===== config.mk =====
export PLATFORM = sky130hd
export DESIGN_NAME = result_collector
export DESIGN_NICKNAME = d
export VERILOG_FILES = /design/src/rtl/result_collector.sv
export SDC_FILE = /design/constraint.sdc
export NUM_CORES = 1
export LEC_CHECK = 0
export CORE_UTILIZATION = 38
export DETAILED_ROUTE_END_ITERATION = 7
export GPL_ROUTABILITY_DRIVEN = 0
export PLACE_DENSITY = 0.81
export RECOVER_POWER = 50
export SETUP_SLACK_MARGIN = 0.4
export SYNTH_ARGS = -nofsm -noshare
export SYNTH_HDL_FRONTEND = slang
export SYNTH_SLANG_ARGS = --single-unit

===== constraint.sdc =====
create_clock -name clk -period 4.5 [get_ports clk]
set_input_delay 1.35 -clock clk [delete_from_list [all_inputs] [get_ports clk]]
set_output_delay 1.35 -clock clk [all_outputs]
set_load 0.03 [all_outputs]

===== src/rtl/result_collector.sv =====
// Round-robin result collector: merges NUM_WRK worker result streams into one
// registered valid/ready output. Optional delivered-result counter: RESULT_COLLECTOR_CNT_EN.
module result_collector #(
    parameter  int unsigned NUM_WRK = 4,
    parameter  int unsigned DATA_W  = 16,
    localparam int unsigned SRC_W   = $clog2(NUM_WRK)
) (
    input  logic                      clk,
    input  logic                      n_rst,
    input  logic [NUM_WRK-1:0]        wrk_valid,
    input  logic [NUM_WRK*DATA_W-1:0] wrk_data,
    output logic [NUM_WRK-1:0]        wrk_ready,
    output logic                      out_valid,
    output logic [DATA_W-1:0]         out_data,
    output logic [SRC_W-1:0]          out_src,
    input  logic                      out_ready
`ifdef RESULT_COLLECTOR_CNT_EN
    ,
    output logic [31:0]               out_count
`endif
);

    typedef enum logic {
        EMPTY = 1'b0,
        FULL  = 1'b1
    } state_e;

    state_e              state_q, state_d;
    logic [NUM_WRK-1:0]  ptr_q, ptr_d;
    logic [DATA_W-1:0]   data_q, data_d;
    logic [SRC_W-1:0]    src_q, src_d;

    logic [SRC_W-1:0]    ptr_idx;
    logic [SRC_W-1:0]    cand_idx;
    logic [SRC_W-1:0]    gnt_idx;
    logic                gnt_any;
    logic [NUM_WRK-1:0]  gnt_oh;
    logic [NUM_WRK-1:0]  gnt_rot;
    logic [DATA_W-1:0]   gnt_data;
    logic                can_load;
    logic                load;
    logic                drain;

    // Rotating-priority search starting at the pointer, wrapping past NUM_WRK-1.
    always_comb begin
        ptr_idx  = '0;
        cand_idx = '0;
        gnt_idx  = '0;
        gnt_any  = 1'b0;
        for (int unsigned i = 0; i < NUM_WRK; i++) begin
            if (ptr_q[i]) begin
                ptr_idx = SRC_W'(i);
            end
        end
        for (int unsigned k = 0; k < NUM_WRK; k++) begin
            cand_idx = SRC_W'((32'(ptr_idx) + k) % NUM_WRK);
            if (!gnt_any && wrk_valid[cand_idx]) begin
                gnt_any = 1'b1;
                gnt_idx = cand_idx;
            end
        end
    end

    // One-hot grant, the pointer value that follows it, and the granted payload.
    always_comb begin
        gnt_oh   = '0;
        gnt_data = '0;
        gnt_oh[gnt_idx] = gnt_any;
        gnt_rot  = {gnt_oh[NUM_WRK-2:0], gnt_oh[NUM_WRK-1]};
        for (int unsigned i = 0; i < NUM_WRK; i++) begin
            if (gnt_idx == SRC_W'(i)) begin
                gnt_data = wrk_data[i*DATA_W +: DATA_W];
            end
        end
    end

    assign can_load = (state_q == EMPTY) || out_ready;
    assign load     = gnt_any && can_load;
    assign drain    = (state_q == FULL) && out_ready;

    // Output-stage FSM: next state, payload capture and worker accept.
    always_comb begin
        state_d   = state_q;
        ptr_d     = ptr_q;
        data_d    = data_q;
        src_d     = src_q;
        wrk_ready = '0;

        if (can_load) begin
            wrk_ready = gnt_oh;
        end

        if (load) begin
            data_d = gnt_data;
            src_d  = gnt_idx;
            ptr_d  = gnt_rot;
        end

        unique case (state_q)
            EMPTY: begin
                if (load) begin
                    state_d = FULL;
                end
            end
            FULL: begin
                if (drain && !load) begin
                    state_d = EMPTY;
                end
            end
            default: state_d = EMPTY;
        endcase
    end

    always_ff @(posedge clk or negedge n_rst) begin
        if (!n_rst) begin
            state_q <= EMPTY;
            ptr_q   <= NUM_WRK'(1);
            data_q  <= '0;
            src_q   <= '0;
        end else begin
            state_q <= state_d;
            ptr_q   <= ptr_d;
            data_q  <= data_d;
            src_q   <= src_d;
        end
    end

    assign out_valid = (state_q == FULL);
    assign out_data  = data_q;
    assign out_src   = src_q;

`ifdef RESULT_COLLECTOR_CNT_EN
    logic [31:0] cnt_q;

    // Counts downstream transfers; wraps naturally at 32 bits.
    always_ff @(posedge clk or negedge n_rst) begin
        if (!n_rst) begin
            cnt_q <= '0;
        end else if (drain) begin
            cnt_q <= cnt_q + 32'd1;
        end
    end

    assign out_count = cnt_q;
`endif

endmodule


==> summary.md <==
| Metric | Value |
|---|---|
| Synth Area in Simple Gates | approximately an eighth |
| Largest net degree at the start of global routing | 34 |
| RSZ-0062 raised after global routing | yes |
| Via/cell ratio | 5.34 |
| Die height | 67.0 um |
| Least-Margin Pin Slew | slightly below 1 ns |
| Final Critical Period | 4.32 ns |
| Asr flop ratio synth | 100% |
| Yosys warnings | 0 |
| Peak VDD IR | 0.493 mV |
| Total die area | 4500 um^2 |
| Xor and xnor area share after synthesis | 0% |
| Top cell type's share of synthesized area | 34.2% |
| Type of the worst setup path | primary input to primary output |
| # fillers | 311 |
| Iter 0 DRT Violations | approximately 90 |
| GRT Residual Overflow | 0 |
| Row count | 23 |
| Slew headroom | 33.5% |
| CTS Sinks | 22 |
| CTS H-Tree Depth | 1 |
| Routed wire length | 5090 um |
| Port bufs | 93 |
| PnR worst setup slack | 0.176 ns |
| Synth Instances | 154 |
| HPWL Detailed | 3370 um |
| Sequential area share after synthesis | 34.2% |
| CTS tree | done |
| Clk buf depth | 2 |
| IO Pins | 94 |
| Status | complete, no violations |
| Crit path max fanout | 3 |
| DRC viols | 0 |
| Avg WL per Cell | 16.1 um |
| Layout cells sized above 1 | between 20% and 30% |
| Yosys reg bits | 22 |
| Synth Flop Type | dfrtp_1 |
| CP startpoint | wrk_valid[0] |
| TritonRoute pass-1 iters | 4 |
| Max-slew violation count | 0 |
| First-pass GRT wire length | just under 8000 um |
| Origin of the critical flop-to-flop path | ptr_q[1] |
| Tot GR Track Use | between 20% and 30% |
| Total CTS buffers | 3 |
| Post-Route Skew | about 0.0057 ns |
| Post-synthesis adder-cell area fraction | 0% |
| Synth unique cells | 32 |
| Hold Crit Class | flip-flop to flip-flop |
| Final setup vio count | 0 |
| Die width | between 60 and 70 um |
| Vias in the first global route | 1699 |
| Clk pin slew, worst setup/hold paths | around 0.08 ns |
| Setup TNS | 0 ns |
| Clk_lat worst skew | 0.27 ns |
| Post-synth top area cell | dfrtp_1 |
| FF-to-FF path depth | 11 |
| Highest clock rate | 0.231 GHz |
| Dpl ws | -0.461 ns |
| Leak | 1.22 nW |
| Post-synthesis net count | 225 |
| Data arrival, critical path | 2.97 ns |
| Mapped Area | about 1600 um^2 |
| Compound-gate portion of the synthesized area | 23.9% |
| Crit start category | primary input |
| Max-cap violations | 0 |
| Starting Density | 39.9% |
| DR vias | 1687 |
| Main combinational cell family by area after synthesis | compound AO/OA/AOI/OAI gates |
| Mux cell area share after synthesis | 21.5% |
| Initial antenna violation count | 0 |
| Fin crit share | a little over nine tenths |
| Reg2reg end | out_data[10] |
| Number of enable flip-flop cells after synthesis | 0 |
| CP Capture Point | wrk_ready[1] |
| Final Power | 1.93 mW |
| Final hold violation count | 0 |
| Synth area leaders | dfrtp_1 34%, mux2i_1 21%, o221ai_2 15% |
| DRT antenna net count | 0 |
| WP data required | between 3 and 4 ns |
| CP endpoint kind | primary output |
| Core Area | 4030 um^2 |
| Avg Inst Size Synth | 10.4 um^2 |
| R2r setup slk | 1.50 ns |
| Layout net count | 338 |
| Root Driver | clkbuf_8 |
| N_diodes | 0 |
| Pwr dens | 669 nW/um^2 |
| Area grow syn2layout | 79.8% |
[Yosys cell counts, types with 2 or more instances]
cell type   n
nor2b_1     3
nand2_1    24
o21ai_1     5
nand2b_1    5
o221ai_2   16
a21o_1      2
buf_2       5
clkbuf_1    2
nor2_1     10
o21ai_0     3
dfrtp_1    22
mux2i_1    33
buf_12      2
inv_1       4
[state kept, by name (all words and copies together) (netlist names)]
register   count
ptr_q          3
out_src        2
out_valid      1
out_data      16
[what timing repair did]
action	in CTS	in global routing
endpoints found under the setup margin	4	4
hold buffers	0	0
buffers inserted	6	2
resized for setup	43	5
pin swaps	6	5
gates cloned	1	0
[worst max-delay path: stages]
cell,delay (ns)
buf_6,0.10
mux2_4,0.27
a221oi_2,0.23
clkbuf_1,0.20
nand2_4,0.09
buf_6,0.14
o22ai_4,0.18
buf_6,0.16
buf_12,0.10
nor2_4,0.03
buf_6,0.13
[power breakdown]
part / internal, mW / switching (mW) / total, mW
combinational: 0.656 / 0.724 / 1.38
sequential: 0.291 / 0.0733 / 0.364
clock: 0.119 / 0.0698 / 0.189
total: 1.07 / 0.867 / 1.93
[cell families after synthesis]
logic type,Yosys count
AOI/OAI and AO/OA,35
buffers and inverters,17
DFF,22
muxes,34
and+or+nand+nor,46
[routing by layer]
| metal | up-vias | routed length (um) | track usage, % |
|---|---|---|---|
| met5 | - | 0 | 0 |
| met4 | 0 | 127 | 10.9 |
| met3 | 16 | 375 | 5.65 |
| met2 | 80 | 2610 | 40.3 |
| met1 | 798 | 1980 | 27.9 |
| li1 | 793 | - | - |
[through the flow]
step	cells	util [%]	area, um^2	hold WS [ns]
finish	316	71.7	2890	0.479
global route	316	71.7	2890	0.518
CTS	314	71.4	2880	0.487
detailed placement	303	65.9	2660	0.467
global placement	303	65.9	2660	0.466
floorplan	154	-	1640	0.584
[how the worst min path moves through the flow]
stage	startpoint	endpoint	cells after the start	slack, ns
after global routing	out_data[7]	out_data[7]	2	0.52
final	out_src[0]	out_src[0]	2	0.48
after global placement	out_src[0]	out_src[0]	2	0.47
after CTS	out_src[0]	out_src[0]	2	0.49
after detailed placement	out_src[0]	out_src[0]	2	0.47
after floorplan	ptr_q[1]	ptr_q[1]	2	0.58
[layout make-up]
class	instances	area (um^2)	share of cell area, %
well taps	50	62.6	2.16
flip-flops and latches	22	551	19.0
repair buffers	120	1170	40.6
clock buffers	3	41.3	1.43
clock inverters	1	30.0	1.04
inverters	5	23.8	0.823
multi-input cells	115	1010	34.8
[cells in the final DEF (no fill, tap or decap), types with 2 or more instances in the layout]
master	n
clkdlybuf4s50_1	74
mux2i_1	33
nand2_1	24
dfrtp_1	22
buf_4	19
o221ai_2	16
dlygate4sd3_1	11
buf_6	9
nor2_1	6
o21ai_1	5
nand2b_1	4
inv_1	4
o21ai_0	3
nor2_4	3
clkbuf_8	3
a221oi_2	2
nor2b_1	2
a21o_1	2
buf_2	2
buf_12	2
Note: power is estimated with default switching activity, not from simulation.
